<file path="config.mk">
export PLATFORM = sky130hd
export DESIGN_NAME = regfile_32
export DESIGN_NICKNAME = d
export VERILOG_FILES = /design/src/rtl/mips_pkg.sv /design/src/rtl/reg_32.sv /design/src/rtl/regfile_32.sv
export SDC_FILE = /design/constraint.sdc
export NUM_CORES = 2
export LEC_CHECK = 0
export CAP_MARGIN = 25
export CORE_ASPECT_RATIO = 0.8
export CORE_UTILIZATION = 60
export CTS_CLUSTER_DIAMETER = 200
export CTS_CLUSTER_SIZE = 20
export DETAILED_ROUTE_END_ITERATION = 8
export PLACE_DENSITY = 0.83
export SKIP_LAST_GASP = 1
export SLEW_MARGIN = 20
export SYNTH_ARGS = -nofsm -noshare
export SYNTH_HDL_FRONTEND = slang
export SYNTH_SLANG_ARGS = --single-unit
</file>
<file path="constraint.sdc">
create_clock -name clk -period 4.47 [get_ports clk]
set_clock_uncertainty 0.15 [all_clocks]
set_input_delay 1.341 -clock clk [delete_from_list [all_inputs] [get_ports clk]]
set_output_delay 1.341 -clock clk [all_outputs]
set_load 0.02 [all_outputs]
</file>
<file path="src/rtl/mips_pkg.sv">
// rtl/mips_pkg.sv - shared MIPS datapath widths, register-file constants and operand types
package mips_pkg;

    localparam int REG_WIDTH = 32;
    localparam int REG_COUNT = 32;
    localparam int REG_AW    = 5;

    typedef logic [REG_AW-1:0]    reg_addr_t;
    typedef logic [REG_WIDTH-1:0] word_t;

    localparam reg_addr_t REG_ZERO = 5'd0;

    // True when an address names the hardwired-zero register
    function automatic logic is_zero_reg(input reg_addr_t addr);
        return addr == REG_ZERO;
    endfunction

endpackage

</file>
<file path="src/rtl/reg_32.sv">
// rtl/reg_32.sv - single general-purpose register with async active-low clear and load enable
module reg_32 #(
    parameter int WIDTH = 32
) (
    input  logic             clk,
    input  logic             rst_n,
    input  logic             load,
    input  logic [WIDTH-1:0] d,
    output logic [WIDTH-1:0] q
);

    // Clear immediately on reset; otherwise capture d when selected by the write decode
    always_ff @(posedge clk or negedge rst_n) begin
        if (!rst_n) begin
            q <= '0;
        end else if (load) begin
            q <= d;
        end
    end

endmodule

</file>
<file path="src/rtl/regfile_32.sv">
// rtl/regfile_32.sv - 32x32 MIPS register file, two comb read ports, one write port; option macro REGFILE_BYPASS_EN
import mips_pkg::*;

module regfile_32 #(
    parameter int WIDTH = REG_WIDTH,
    parameter int DEPTH = REG_COUNT,
    parameter int AW    = REG_AW
) (
    input  logic             clk,
    input  logic             rst_n,
    input  logic [AW-1:0]    ra_addr,
    input  logic [AW-1:0]    rb_addr,
    output logic [WIDTH-1:0] ra_data,
    output logic [WIDTH-1:0] rb_data,
    input  logic             we,
    input  logic [AW-1:0]    wr_addr,
    input  logic [WIDTH-1:0] wr_data
);

    // Index 0 is a constant zero; indices 1..DEPTH-1 come from real flops
    logic [WIDTH-1:0] regs [DEPTH];
    logic [DEPTH-1:1] wr_sel;
    logic [WIDTH-1:0] ra_sel;
    logic [WIDTH-1:0] rb_sel;

    assign regs[0] = '0;

    // One-hot write decode; there is no select line for r0, so writes there vanish
    always_comb begin
        wr_sel = '0;
        if (we) begin
            for (int k = 1; k < DEPTH; k++) begin
                wr_sel[k] = (wr_addr == AW'(k));
            end
        end
    end

    genvar gi;
    generate
        for (gi = 1; gi < DEPTH; gi++) begin : g_reg
            reg_32 #(
                .WIDTH (WIDTH)
            ) u_reg (
                .clk   (clk),
                .rst_n (rst_n),
                .load  (wr_sel[gi]),
                .d     (wr_data),
                .q     (regs[gi])
            );
        end
    endgenerate

`ifdef REGFILE_BYPASS_EN
    logic wr_live;
    assign wr_live = we && (wr_addr != AW'(REG_ZERO));

    // Read muxes with write-through: a port addressing the live write target sees wr_data now
    always_comb begin
        ra_sel = regs[ra_addr];
        rb_sel = regs[rb_addr];
        if (wr_live && (ra_addr == wr_addr)) begin
            ra_sel = wr_data;
        end
        if (wr_live && (rb_addr == wr_addr)) begin
            rb_sel = wr_data;
        end
    end
`else
    // Read muxes return the stored value; a concurrent write shows up only after the edge
    always_comb begin
        ra_sel = regs[ra_addr];
        rb_sel = regs[rb_addr];
    end
`endif

    // Force zero while in reset so forwarded write data cannot leak out
    always_comb begin
        ra_data = rst_n ? ra_sel : '0;
        rb_data = rst_n ? rb_sel : '0;
    end

endmodule

</file>
Yosys cells after proc, flatten, opt, wreduce, memory -nomap -nowiden:

Index checks and enable logic that the tools add are counted.

* eq/ne operators: 31
* bitwise gates (word level): 2
* $lt $le $gt $ge: 2
* multiplexer cells: 9

Operators with widths (number)
* binary-select mux 32 bit (select 5 bit): 2
* 2-to-1 mux 32 bit: 6
* == test 5 bit (second input constant): 16
* == test 5 x 4 -> 1 bit (second input constant): 8
* 2-to-1 mux 31 bit: 1
* == test 5 x 3 -> 1 bit (second input constant): 4
* greater-or-equal comparator 6 bit (second input constant): 2
* NOT 5 -> 6 bit: 2
* == test 5 x 2 -> 1 bit (second input constant): 2
* == test 5 x 1 -> 1 bit (second input constant): 1

* bits in registers: 992
* input port bits: 50
* logic and storage cells: 75
* output and inout bits: 64

Longest topological paths before layout:

* depth in word-level cells: 5
* depth in mapped cells: 8

By module:

Synthesis repeated with hierarchy kept, for this count alone.

* cells, all modules: 3652
* area, all modules: 58549.9 um2

By module, submodules not included
* reg_32: times used 31, cells an instance 68, area an instance 1345.0 um2, sequential area each 800.8 um2
* regfile_32: times used 1, cells an instance 1544, area an instance 16853.7 um2, sequential area each 0.0 um2

Worst setup path before layout:

OpenSTA, ideal clock, no wires.

* path kind: input to output
* start point: in rb_addr[0]
* end point: out rb_data[26]
* arrival: 2.866 ns
* required time: 2.979 ns
* path buffers: 3
* slack: 0.113 ns
* stages on the path: 7
* path through: buf_2 > buf_6 > buf_2 > mux4_2 > mux2_2 > nand2_1 > a21oi_1

* word-level cells in the longest chain between the ends: 5

RTL lines
* start, declared: RTL line regfile_32.sv:12 `input logic [AW-1:0] rb_addr,`
* NOT 5 -> 6 bit (not written as such): RTL line regfile_32.sv:72 `rb_sel = regs[rb_addr];`
* binary-select mux 32 bit (select 5 bit): RTL line regfile_32.sv:72
* 2-to-1 mux 32 bit (not written as such) (2 in series): RTL line regfile_32.sv:72
* 2-to-1 mux 32 bit: RTL line regfile_32.sv:79 `rb_data = rst_n ? rb_sel : '0;`
* end, declared: RTL line regfile_32.sv:14 `output logic [WIDTH-1:0] rb_data,`

No other way between the ends. The select of a mux whose other input is x is not followed.

Worst setup path in the final report:

* start point: in ra_addr[1]
* end point: out ra_data[14]

* word-level cells in the longest chain between the ends: 5

RTL lines
* start, declared: RTL line regfile_32.sv:11 `input logic [AW-1:0] ra_addr,`
* NOT 5 -> 6 bit (not written as such): RTL line regfile_32.sv:71 `ra_sel = regs[ra_addr];`
* binary-select mux 32 bit (select 5 bit): RTL line regfile_32.sv:71
* 2-to-1 mux 32 bit (not written as such) (2 in series): RTL line regfile_32.sv:71
* 2-to-1 mux 32 bit: RTL line regfile_32.sv:78 `ra_data = rst_n ? ra_sel : '0;`
* end, declared: RTL line regfile_32.sv:13 `output logic [WIDTH-1:0] ra_data,`

No other way between the ends. The select of a mux whose other input is x is not followed.

==> summary.md <==
| Metric | Value |
|---|---|
| Largest cells by area after synthesis | dfrtp_1, mux2_2, mux4_2 |
| Sink Count | 992 |
| GRT Total Usage | about two fifths |
| Syn_nets | 3,703 |
| Combinational family with the most area after synthesis | multiplexers |
| Leak | 0.0287 uW |
| Fraction of registers with async set/reset | 100% |
| Setup violations, final | 60 |
| Maxcap violations | 0 |
| First-pass GRT wire length | 277 mm |
| EDFF count, synth | 0 |
| Worst-Margin Slew | approximately 1.2 ns |
| Synth top cells by count | mux2_2, dfrtp_1, mux4_2, buf_2, clkbuf_1 |
| Cell Chain, Critical Path | buf_16 -> buf_16 -> buf_4 -> buf_4 -> mux4_2 -> mux2_2 -> o221ai_4 -> nor2_4 -> buf_4 |
| Largest net degree at the start of global routing | around 140 |
| Pwr dens | 378 nW/um^2 |
| Die Width | roughly 340 um |
| CTS tree | built |
| Ys flop type | dfrtp_1 |
| Outcome | complete, but fails checks |
| Final instance area | between 60,000 and 70,000 um^2 |
| Clk Latency, worst-skew pair | 0.70 ns |
| Sum of negative setup slack | -6.63 ns |
| Rel. slew slack | 23.0% |
| Port-buffer cells | 113 |
| Final GP Congestion | 0.885 |
| CP bufs+invs | 5 |
| Cell taking the most area after synthesis | dfrtp_1 |
| Synth Area in Compound Gates | 4.84% |
| DIE AREA | 90,800 um^2 |
| Final WL | slightly above 200 mm |
| Final setup margin | -0.320 ns |
| Post-Layout Cell Count | around 5,200 |
| Synth Area in Adders | 0% |
| RSZ-0062 raised after global routing | true |
| Post-synthesis simple-gate area fraction | 1.73% |
| Remaining DRCs | 0 |
| Die Y | 270 um |
| Placed cell areas | slightly below 60,000 um^2 |
| Routed len/inst | 38.5 um |
| Seq/Total Area, Yosys | 46.2% |
| Most frequent CP cell | buf_4 |
| Syn Inst Count | approximately 3,700 |
| Max reg flops | 992 |
| Reg clk slew, reported paths | 0.08 ns |
| Layout Nets | around 4,000 |
| Slowest CP cell | mux4_2 |
| Final Hold Vio Count | 0 |
| Cell variety after synth | 43 |
| Most common cell in the netlist | mux2_2 |
| VDD IR max | 0.000350 V |
| Critical path required time | 2.98 ns |
| Worst setup SP type | primary input |
| Share of cells above drive strength 1 | between 60% and 70% |
| Area of the multi-input gates | approximately 30,000 um^2 |
| Total CTS buffers | 55 |
| DRT Pass-1 Iters | 8 |
| DR vias | 40,900 |
| P&R area growth vs syn | 22.7% |
| Max Root-Sink Buffers | 3 |
| Root buf cell | clkbuf_16 |
| Yosys warning total | 0 |
| Critical path class | primary input to output pin |
| Biggest register | g.u_reg.q |
| Htree depth | 2 |
| Post-route ant nets | 0 |
| Worst hold margin | 0.383 ns |
| CP Capture Type | output pin |
| Initial core utilization | 61.0% |
| Area share of xor/xnor cells in the synthesized design | 0% |
| Remaining global-route overflow | 0 |
| Fin. max-slew vios | 0 |
| #FFs+latches synth | slightly below 1,000 |
| Critical path arrival | 3.30 ns |
| I/O pins | 114 |
| Row cnt | 97 |
| Finished Core Util | 74.9% |
| Synthesized area | between 50,000 and 60,000 um^2 |
| Storage element area | ~25,000 um^2 |
| Multiplexer share of the synthesized area | around 44% |
| Dpl hpwl | around 110 mm |
| Critical path's top delay family | multiplexers |
| Minimum clock period | about 4.8 ns |
| Biggest regs | g.u_reg.q x992 |
| Critical Path Max Stage Delay | 0.57 ns |
| Placed insts | 4,960 |
| Number of global-route vias before repair | approximately 40,000 |
| Hold crit path type | flop to flop |
| Initial antenna violation count | 12 |
| Top cell type's share of synthesized area | a little under half |
| FMAX | 209 MHz |
| Fin crit share | 107% |
| Syn Area/Cell | 14.7 um^2 |
| Filler Cell Count | between 4,000 and 5,000 |
| Failing checks | setup timing |
| Drt via density | just under 8 |
| Iter 0 DRT Violations | 5,854 |
| Crit path max fanout | 8 |
| Core Area | 88,100 um^2 |
-- worst paths after layout --
path	start	to	slack, ns	cells past startpoint
max	ra_addr[1]	ra_data[14]	-0.32	9
min	g_reg[5].u_reg.q[30]	g_reg[5].u_reg.q[30]	0.38	1
max reg2reg	g_reg[12].u_reg.q[23]	g_reg[12].u_reg.q[23]	3.34	1
min reg2reg	g_reg[5].u_reg.q[30]	g_reg[5].u_reg.q[30]	0.38	1
max in group asynchronous	rst_n	g_reg[14].u_reg.q[7]	1.82	4
min in group asynchronous	rst_n	g_reg[27].u_reg.q[22]	0.61	2
-- placed cells by master (no fill, tap or decap), types with 11 or more instances in the layout --
| cell type | Yosys | layout |
|---|---|---|
| a21oi_1 | 49 | 21 |
| a21oi_2 | 0 | 19 |
| a221o_1 | 33 | 33 |
| a221oi_1 | 48 | 13 |
| a221oi_2 | 0 | 25 |
| a22oi_1 | 15 | 14 |
| a41o_1 | 15 | 15 |
| buf_12 | 0 | 138 |
| buf_16 | 0 | 36 |
| buf_2 | 191 | 14 |
| buf_4 | 27 | 362 |
| buf_6 | 6 | 108 |
| buf_8 | 0 | 42 |
| clkbuf_16 | 0 | 62 |
| clkdlybuf4s50_1 | 0 | 29 |
| dfrtp_1 | 992 | 992 |
| inv_1 | 18 | 16 |
| mux2_2 | 1177 | 1124 |
| mux2_4 | 0 | 53 |
| mux2i_1 | 139 | 125 |
| mux4_2 | 386 | 386 |
| nand2_1 | 82 | 59 |
| nand2_2 | 0 | 21 |
| nand2b_1 | 20 | 12 |
| nor2_1 | 62 | 11 |
| nor2_2 | 0 | 19 |
| nor2_4 | 0 | 32 |
| o211ai_1 | 15 | 15 |
| o21ai_0 | 31 | 16 |
| o221a_2 | 45 | 33 |
| o221a_4 | 0 | 13 |
| o221ai_2 | 0 | 11 |
| o221ai_4 | 0 | 36 |
-- through the flow --
step                      total power, uW  setup WS [ns]
final                               24900         -0.320
after detailed placement            18000         -0.702
after CTS                           23700         -0.189
after global placement              17600         -0.709
after floorplan                     16000          0.113
after global routing                25600         -0.277
-- where the power goes --
part | switching [uW] | internal, uW
registers | 1630 | 10700
logic | 3070 | 4140
clock network | 3120 | 2230
-- cell type report --
cell class                      instances  area share (%)
Sequential cell                       992            37.6
Tap cell                             1188            2.25
Inverter                               21           0.121
Timing Repair Buffer                  736            13.4
Clock buffer                           56            2.12
Multi-Input combinational cell       2235            44.4
Clock inverter                          3          0.0512
Antenna cell                            5          0.0190
-- metal layers --
layer | track usage, % | vias up | part of all wire, %
met4 | 19.8 | 14 | 7.8
li1 | - | 14900 | -
met5 | 0.691 | - | 0.19
met1 | 56.5 | 20800 | 34
met3 | 16.8 | 1283 | 17
met2 | 58.2 | 3915 | 41
-- kinds of logic after synthesis --
kind of cell           after synthesis
AND/OR/NAND/NOR                    206
flip-flops                         992
multiplexers                      1709
AO/OA/AOI/OAI                      320
buffers and inverters              426
-- timing repair --
| item | in CTS | in global routing |
|---|---|---|
| cloned | 31 | 6 |
| pin swaps | 98 | 107 |
| hold buffers | 0 | 0 |
| setup endpoints to repair | 64 | 64 |
| gates resized for setup | 598 | 323 |
| buffers inserted | 122 | 77 |
Note: power is estimated with default switching activity, not from simulation.
